`config.mk`:
```
export PLATFORM = sky130hd
export DESIGN_NAME = diff_serial_rx_flat
export DESIGN_NICKNAME = d
export VERILOG_FILES = /design/src/rtl/diff_serial_rx_if.sv /design/src/rtl/diff_serial_rx.sv /design/src/flat_wrapper.sv
export SDC_FILE = /design/constraint.sdc
export NUM_CORES = 1
export LEC_CHECK = 0
export BUFFER_PORTS_ARGS = -buffer_cell sky130_fd_sc_hd__buf_2
export CORE_MARGIN = 2
export CORE_UTILIZATION = 58
export CTS_CLUSTER_SIZE = 40
export DETAILED_ROUTE_END_ITERATION = 16
export PLACE_DENSITY = 0.81
export SLEW_MARGIN = 20
export SYNTH_ARGS = -nofsm -noshare
export SYNTH_HDL_FRONTEND = slang
export SYNTH_SLANG_ARGS = --single-unit
```
`constraint.sdc`:
```
create_clock -name clk -period 3.3 [get_ports clk]
set_clock_uncertainty 0.1 [all_clocks]
set_input_delay 0.66 -clock clk [delete_from_list [all_inputs] [get_ports clk]]
set_output_delay 0.66 -clock clk [all_outputs]
set_load 0.1 [all_outputs]
```
`src/rtl/diff_serial_rx_if.sv`:
```
// diff_serial_rx_if: bundles the line-side sample strobe and the word-side
// valid/ready buffer of the differential serial receiver, plus its status
// pulses.
//
// Parameter:
//   WIDTH      data bits per word (2..32)
// Signals:
//   in_valid   line sample strobe              (sampler -> receiver)
//   in_bit     encoded line bit                (sampler -> receiver)
//   out_data   received word                   (receiver -> consumer)
//   out_valid  out_data holds an unconsumed word
//   out_ready  consumer accepts out_data       (consumer -> receiver)
//   busy       a frame is being received
//   frame_err  one-cycle pulse, bad stop bit
//   parity_err one-cycle pulse, parity failure
//   overrun    one-cycle pulse, completed word dropped
// Modports:
//   master     receiver side (drives the word and status outputs)
//   slave      sampler/consumer side
interface diff_serial_rx_if #(
   parameter int unsigned WIDTH = 8
);
   logic             in_valid;
   logic             in_bit;
   logic [WIDTH-1:0] out_data;
   logic             out_valid;
   logic             out_ready;
   logic             busy;
   logic             frame_err;
   logic             parity_err;
   logic             overrun;

   modport master (
      input  in_valid, in_bit, out_ready,
      output out_data, out_valid, busy, frame_err, parity_err, overrun
   );

   modport slave (
      output in_valid, in_bit, out_ready,
      input  out_data, out_valid, busy, frame_err, parity_err, overrun
   );
endinterface

```
`src/rtl/diff_serial_rx.sv`:
```
// diff_serial_rx: differential-decoding serial receiver.
// Each sampled line bit is XORed with the previous sampled line bit to give
// the data bit d. The decoded stream is framed as start(0), WIDTH data bits
// LSB first, optional even-parity bit, stop(1). Good words are presented on a
// one-entry valid/ready buffer.
//
// Optional feature macro: DIFF_RX_PARITY_EN
//   defined   : parity bit present (frame WIDTH+3 bits), parity_err active
//   undefined : no parity bit (frame WIDTH+2 bits), parity_err tied to 0
//
// Ports:
//   clk   rising-edge clock
//   rst   asynchronous active-high reset
//   bus   diff_serial_rx_if.master (in_valid, in_bit, out_ready in;
//         out_data, out_valid, busy, frame_err, parity_err, overrun out)
module diff_serial_rx #(
   parameter int unsigned WIDTH = 8
) (
   input  logic              clk,
   input  logic              rst,
   diff_serial_rx_if.master  bus
);

   localparam int unsigned CW = (WIDTH > 1) ? $clog2(WIDTH) : 1;

   typedef enum logic [1:0] {
      IDLE,
      DATA,
      PARITY,
      STOP
   } state_t;

   state_t           state;
   logic             prev;
   logic [CW-1:0]    count;
   logic [WIDTH-1:0] shreg;
   logic [WIDTH-1:0] data_q;
   logic             valid_q;
   logic             fe_q;
   logic             ov_q;
   logic             d;
   logic             last_bit;
   logic             parity_ok;
   logic             accept;

`ifdef DIFF_RX_PARITY_EN
   logic             par_q;
   logic             pe_q;
`endif

   assign d        = bus.in_bit ^ prev;
   assign last_bit = (count == CW'(WIDTH - 1));
   assign accept   = valid_q & bus.out_ready;

`ifdef DIFF_RX_PARITY_EN
   // Even parity: data bits plus parity bit must XOR to zero.
   assign parity_ok = ((^shreg) == par_q);
`else
   assign parity_ok = 1'b1;
`endif

   always_ff @(posedge clk or posedge rst) begin
      if (rst) begin
         state   <= IDLE;
         prev    <= 1'b0;
         count   <= '0;
         shreg   <= '0;
         data_q  <= '0;
         valid_q <= 1'b0;
         fe_q    <= 1'b0;
         ov_q    <= 1'b0;
`ifdef DIFF_RX_PARITY_EN
         par_q   <= 1'b0;
         pe_q    <= 1'b0;
`endif
      end else begin
         fe_q <= 1'b0;
         ov_q <= 1'b0;
`ifdef DIFF_RX_PARITY_EN
         pe_q <= 1'b0;
`endif
         // Consumption clears the buffer; a word completing on the same edge
         // overrides this below.
         if (accept) begin
            valid_q <= 1'b0;
         end

         if (bus.in_valid) begin
            prev <= bus.in_bit;
            unique case (state)
               IDLE: begin
                  if (!d) begin
                     state <= DATA;
                     count <= '0;
                  end
               end
               DATA: begin
                  shreg[count] <= d;
                  count        <= count + 1'b1;
                  if (last_bit) begin
`ifdef DIFF_RX_PARITY_EN
                     state <= PARITY;
`else
                     state <= STOP;
`endif
                  end
               end
               PARITY: begin
`ifdef DIFF_RX_PARITY_EN
                  par_q <= d;
`endif
                  state <= STOP;
               end
               STOP: begin
                  state <= IDLE;
                  // A bad stop bit masks any parity failure.
                  if (!d) begin
                     fe_q <= 1'b1;
                  end else if (!parity_ok) begin
`ifdef DIFF_RX_PARITY_EN
                     pe_q <= 1'b1;
`endif
                  end else if (!valid_q || accept) begin
                     data_q  <= shreg;
                     valid_q <= 1'b1;
                  end else begin
                     ov_q <= 1'b1;
                  end
               end
               default: state <= IDLE;
            endcase
         end
      end
   end

   assign bus.out_data  = data_q;
   assign bus.out_valid = valid_q;
   assign bus.busy      = (state != IDLE);
   assign bus.frame_err = fe_q;
   assign bus.overrun   = ov_q;
`ifdef DIFF_RX_PARITY_EN
   assign bus.parity_err = pe_q;
`else
   assign bus.parity_err = 1'b0;
`endif

endmodule

```
`src/flat_wrapper.sv`:
```
// flat-port wrapper written by rule: the top's interface ports become plain ports
module diff_serial_rx_flat 
#(
   parameter int unsigned WIDTH = 8
)
  (clk, rst, bus_in_valid, bus_in_bit, bus_out_ready, bus_out_data, bus_out_valid, bus_busy, bus_frame_err, bus_parity_err, bus_overrun);
  diff_serial_rx_if #(.WIDTH(WIDTH)) bus_i ();
  input  logic clk;
  input  logic rst;
  input wire logic [$bits(bus_i.in_valid)-1:0] bus_in_valid;
  input wire logic [$bits(bus_i.in_bit)-1:0] bus_in_bit;
  input wire logic [$bits(bus_i.out_ready)-1:0] bus_out_ready;
  output wire logic [$bits(bus_i.out_data)-1:0] bus_out_data;
  output wire logic [$bits(bus_i.out_valid)-1:0] bus_out_valid;
  output wire logic [$bits(bus_i.busy)-1:0] bus_busy;
  output wire logic [$bits(bus_i.frame_err)-1:0] bus_frame_err;
  output wire logic [$bits(bus_i.parity_err)-1:0] bus_parity_err;
  output wire logic [$bits(bus_i.overrun)-1:0] bus_overrun;
  assign bus_i.in_valid = bus_in_valid;
  assign bus_i.in_bit = bus_in_bit;
  assign bus_i.out_ready = bus_out_ready;
  assign bus_out_data = bus_i.out_data;
  assign bus_out_valid = bus_i.out_valid;
  assign bus_busy = bus_i.busy;
  assign bus_frame_err = bus_i.frame_err;
  assign bus_parity_err = bus_i.parity_err;
  assign bus_overrun = bus_i.overrun;
  diff_serial_rx #(.WIDTH(WIDTH)) u_core (.clk(clk), .rst(rst), .bus(bus_i));
endmodule
```
==> summary.txt, run 1 <==
Logic synthesis
  – Synth area leaders: dfrtp_1 55%, mux2_2 19%, ha_1 5.5%
  – Post-synth cell types: 23
  – Yosys warning total: 0
  – Syn nets: just under 100
  – Number of synthesized register bits: 25
  – Mapped Area: about 0.0011 sq mm
  – Sequential element share of the synthesized area: between 50% and 60%
  – Gate Count Post-Synth: 89
  – Average size of a mapped cell: 12.8 sq um
  – Top cell type's share of synthesized area: between 50% and 60%
  – Cell taking the most area after synthesis: dfrtp_1

Clock tree
  – CTS H-tree depth: 1
  – CTS Buf Count: 3
  – CTS Buffer Depth: 2
  – CTS tree: built
  – Clk_lat worst skew: ~0.33 ns
  – CTS Hold Buffers Added: 0
  – Clk root buf: clkbuf_4
  – Cts repair resizes: 0
  – Postcts setup bufs: 0
  – Clock Sinks: 25
  – Clk slew on worst S/H paths: between 0.1 and 0.15 ns

Cells and area
  – Share of cells above drive strength 1: 39.0%
  – Fill count: 149
  – Nets@finish: 116
  – Area delta synth->final: 10.1%
  – Layout Cell Area excl Fill: between 0.001 and 0.0015 sq mm
  – Util after Layout: about two thirds
  – N_diodes: 0

Global route
  – Vias in the first global route: about 640
  – Largest net degree at the start of global routing: 26
  – Gr ovfl total: 0
  – First-pass GRT wire length: 2780 microns
  – Initial antenna violation count: 0
  – Overall Global Routing Usage: 17.7%

Timing
  – Min cycle time layout: 2.31 ns
  – Final setup viols: 0
  – Worst relative slew slack: 39.4%
  – Max-slew violations: 0
  – Worst Tran Pin Value: about 0.9 ns
  – Max Clk Rate: about 430 MHz
  – Final period util: 70.0%
  – Final setup margin: 0.991 ns
  – Hold Vio Cnt, Final: 0
  – Setup TNS: 0 ns
  – RSZ-0062 raised after global routing: no

Die
  – Initial Util: 59.8%
  – Ports: 18
  – Die ar.: around 0.0023 sq mm
  – Die width: a little under 50 microns
  – Site Rows: 16
  – Core area: between 0.0015 and 0.002 sq mm
  – Die H: 48.3 microns

Setup path
  – CP dominant cell by count: inv_1
  – Slowest CP cell: buf_2
  – CP Capture Type: output port
  – WP data arrival: ~1.6 ns
  – Critical Path, Cell by Cell: inv_1, ha_1, inv_1, buf_2
  – Critical Path Fanout Max: 5
  – CP Launch Type: register
  – CP peak stage delay: just over 0.4 ns
  – Critical path class: register to output port
  – Critical Path RT: 2.54 ns

Drt
  – First-pass iteration count of the detailed router: 4
  – 1st-iter DRT viols: 7
  – Routed WL: around 1700 microns
  – Total number of vias: 680
  – Final ANT Viol Nets: 0
  – Vias per cell: 5.15
  – Drc violations: 0
  – WL/cell: 12.6 microns

Placed design
  – PortBufs: 16
  – Cell Area, Placed: between 0.001 and 0.0015 sq mm
  – Final HPWL DP: ~1200 microns
  – Final GP Congestion: 0.735
  – Pre-CTS setup slack: 0.985 ns

Job
  – Max-Cap Viols: 0

Min path
  – HP Class: input port to asynchronous set/reset pin

Outcome
  – Status: complete, no violations
==> stage by stage <==
stage / hold slack, ns / cells
floorplan: 0.375 / 89
global placement: 0.387 / 128
detailed placement: 0.393 / 128
CTS: 0.424 / 132
global route: 0.442 / 132
finish: 0.404 / 132
==> routing by layer <==
layer	vias to the layer above	track usage [%]	part of all wire, %
met2	16	26.3	48
met5	-	0	0
met1	329	24.2	47
met4	0	9.73	1.9
met3	4	3.33	3.8
li1	331	-	-
==> state kept, by name (all words and copies together), names as in the netlist <==
signal and cells:
u_core.shreg 8, u_core.count 3, u_core.bus.overrun 1, u_core.bus.out_valid 1, u_core.state 2, u_core.prev 1
u_core.bus.frame_err 1, u_core.bus.out_data 8
==> cell usage in the layout (no fill, tap or decap), types with 2 or more instances in the layout <==
master / instances
a22o_1: 2
buf_2: 16
clkbuf_4: 3
dfrtp_1: 25
ha_1: 5
inv_1: 6
mux2_2: 19
nand2_1: 4
nand2b_1: 3
nand3_1: 2
nor2_1: 7
nor3_1: 2
==> cells by family (layout without fill, tap and decap cells) <==
kind of cell	count (synthesis)	after routing	share of synthesized area, %
compound gates	6	6	4.40
xor+xnor	1	1	1.43
fa+ha+maj	5	5	5.50
buf+inv	10	26	4.51
flops	25	25	55.0
mux	20	20	19.7
other cells	1	1	0.330
simple gates	21	21	9.13
==> synth_stat cells <==
cell / number
dfrtp_1: 25
mux2_2: 19
nor2_1: 7
inv_1: 6
ha_1: 5
nand2_1: 4
nand2b_1: 3
a22o_1: 2
buf_2: 2
nand3_1: 2
nor3_1: 2
a21o_1: 1
a21oi_1: 1
a221oi_2: 1
and3b_1: 1
buf_4: 1
buf_6: 1
conb_1: 1
mux2i_1: 1
nand3b_1: 1
nor3b_1: 1
o21ai_0: 1
xor2_2: 1
==> area by class of cell <==
type | count | area (sq um) | share of cell area (%)
Timing Repair Buffer | 16 | 80.1 | 6.39
Inverter | 6 | 22.5 | 1.80
Multi-Input combinational cell | 54 | 460 | 36.8
Clock buffer | 3 | 22.5 | 1.80
Tap cell | 27 | 33.8 | 2.70
Sequential cell | 25 | 626 | 50.0
Clock inverter | 1 | 7.51 | 0.599
==> path summary, 6_finish.rpt <==
path | start | slack, ns | depth (start not counted) | endpoint
worst max-delay path | u_core.state[0] | 0.99 | 4 | bus_busy
worst min register to register | u_core.bus.out_data[4] | 0.42 | 1 | u_core.bus.out_data[4]
worst min-delay path | rst | 0.40 | 2 | u_core.bus.out_data[0]
min in group clk | u_core.bus.out_data[4] | 0.42 | 1 | u_core.bus.out_data[4]
max in group asynchronous | rst | 2.15 | 2 | u_core.shreg[4]
worst max register to register | u_core.prev | 1.32 | 3 | u_core.bus.out_data[0]
==> critical path, delay by kind of cell (launching register included) <==
kind / cells / cell delay, ns
adder cells (fa/ha/maj): 1 / 0.26
buffers and inverters: 3 / 0.55
flip-flops: 1 / 0.40
Power of run 1 is left out: the tool's default activity adds up to more than one toggle a clock period on the data nets, which glitch-free logic cannot reach.
==> inputs of run 2 (changes only) <==
--- a/config.mk
+++ b/config.mk
@@ -7,10 +7,10 @@
 export LEC_CHECK = 0
 export BUFFER_PORTS_ARGS = -buffer_cell sky130_fd_sc_hd__buf_2
 export CORE_MARGIN = 2
-export CORE_UTILIZATION = 58
+export CORE_UTILIZATION = 54
 export CTS_CLUSTER_SIZE = 40
 export DETAILED_ROUTE_END_ITERATION = 16
-export PLACE_DENSITY = 0.81
+export PLACE_DENSITY = 0.77
 export SLEW_MARGIN = 20
 export SYNTH_ARGS = -nofsm -noshare
 export SYNTH_HDL_FRONTEND = slang
==> constraint.sdc (replaced) <==
create_clock -name clk -period 2.4 [get_ports clk]
set_clock_uncertainty 0.1 [all_clocks]
set_input_delay 0.48 -clock clk [delete_from_list [all_inputs] [get_ports clk]]
set_output_delay 0.48 -clock clk [all_outputs]
set_load 0.1 [all_outputs]
==> run 2 against run 1 <==
  * Die area rose by 6.8%
  * Final cell count rose by 1.5%
  * Global-route usage fell by 1.2 points
  * Via count rose by 3.4%
  * First-iteration DRC count fell by 14%
==> summary.txt, run 2 (same netlist as run 1, synthesis figures left out) <==
Clock tree
  – CTS tree: built
  – Clk root buf: clkbuf_4
  – CTS H-tree depth: 1
  – Clock Sinks: 25
  – CTS Hold Buffers Added: 0
  – CTS Buffer Depth: 2
  – Clk_lat worst skew: 0.32 ns
  – CTS Buf Count: 3
  – Clk slew on worst S/H paths: 0.12 ns
  – Cts repair resizes: 0
  – Postcts setup bufs: 0

Setup path
  – Critical Path Fanout Max: 5
  – CP Capture Type: output port
  – Critical path class: register to output port
  – CP Launch Type: register
  – WP data arrival: ~1.5 ns
  – Critical Path RT: 1.82 ns

Cells and area
  – Util after Layout: a little under two thirds
  – Share of cells above drive strength 1: between 30% and 40%
  – Sequential Area: between 600 and 700 sq um
  – Nets@finish: 118
  – Multi-input logic area: about 460 sq um
  – Commonest non-fill, non-tap cell in the layout: dfrtp_1
  – Fill count: ~160
  – Layout Cell Area excl Fill: 0.00126 sq mm
  – Commonest non-fill, non-tap cells in the layout: 25 x dfrtp_1, 19 x mux2_2, 16 x buf_2
  – N_diodes: 0
  – Area delta synth->final: 11.1%

Drt
  – Total number of vias: 703
  – Final ANT Viol Nets: 0
  – Routed WL: between 1500 and 2000 microns
  – Drc violations: 0
  – 1st-iter DRT viols: 6
  – WL/cell: 12.8 microns
  – Vias per cell: around 5.2
  – First-pass iteration count of the detailed router: 4

Global route
  – First-pass GRT wire length: ~3000 microns
  – Met3 Track Usage GR: under 10%
  – GR peak layer: met2
  – Overall Global Routing Usage: 16.4%
  – Vias in the first global route: 677
  – Initial antenna violation count: 0
  – Largest net degree at the start of global routing: 26
  – Grt met2 use: ~26%
  – Grt met1 use: 20.5%
  – Gr ovfl total: 0

Die
  – Die ar.: about 0.0025 sq mm
  – Core area: 0.00198 sq mm
  – Initial Util: between 50 and 60%
  – Ports: 18
  – Die H: around 50 microns
  – Site Rows: 16
  – Die width: 49.9 microns

Timing
  – Final setup margin: 0.282 ns
  – Min cycle time layout: approximately 2.1 ns
  – Hold Vio Cnt, Final: 0
  – RSZ-0062 raised after global routing: no
  – Final period util: 88.2%
  – Max Clk Rate: about 470 MHz
  – Setup TNS: 0 ns
  – Max-slew violations: 0
  – Final setup viols: 0

Min path
  – HP Class: input port to asynchronous set/reset pin

Placed design
  – Pre-CTS setup slack: 0.549 ns
  – PortBufs: 16
  – Final GP Congestion: about 0.75
  – Final HPWL DP: roughly 1200 microns
  – Cell Area, Placed: between 0.001 and 0.0015 sq mm

Outcome
  – Status: complete, no violations

Job
  – Max-Cap Viols: 0
[run 2: worst paths after layout]
kind,start,to,slack [ns],cells after the start
max in group asynchronous,rst,u_core.bus.out_data[7],1.88,3
worst max-delay path,u_core.state[0],bus_busy,0.28,4
worst min register to register,u_core.bus.out_data[5],u_core.bus.out_data[5],0.41,1
worst max register to register,u_core.state[0],u_core.bus.out_data[6],0.60,4
worst min-delay path,rst,u_core.bus.out_data[2],0.08,3
min in group clk,bus_in_bit,u_core.prev,0.33,2
[run 2: final cells by class]
cell class | instances | area share (%)
sequential | 25 | 49.5
multi-input combinational | 54 | 36.4
timing repair buffer | 18 | 7.52
tap | 27 | 2.67
clock buffer | 4 | 2.08
inverter | 6 | 1.78
[run 2: worst max-delay path, cell delays in order, from the launching register on]
cell and delay [ns]:
dfrtp_1 0.40, inv_1 0.07, ha_1 0.26, inv_1 0.07, buf_2 0.41
[run 2: routing by layer]
| layer | up-vias | share of wire, % |
|---|---|---|
| met5 | - | 0 |
| met4 | 0 | 3.5 |
| met3 | 7 | 5.0 |
| met2 | 24 | 46 |
| met1 | 338 | 46 |
| li1 | 334 | - |
[run 2: metrics by stage]
step                      hold WS, ns  instances
after CTS                      0.0939        134
after global routing            0.105        134
after global placement          0.384        130
final                          0.0817        134
after floorplan                 0.375         89
after detailed placement        0.391        130
Power of run 2 is left out for the same reason.
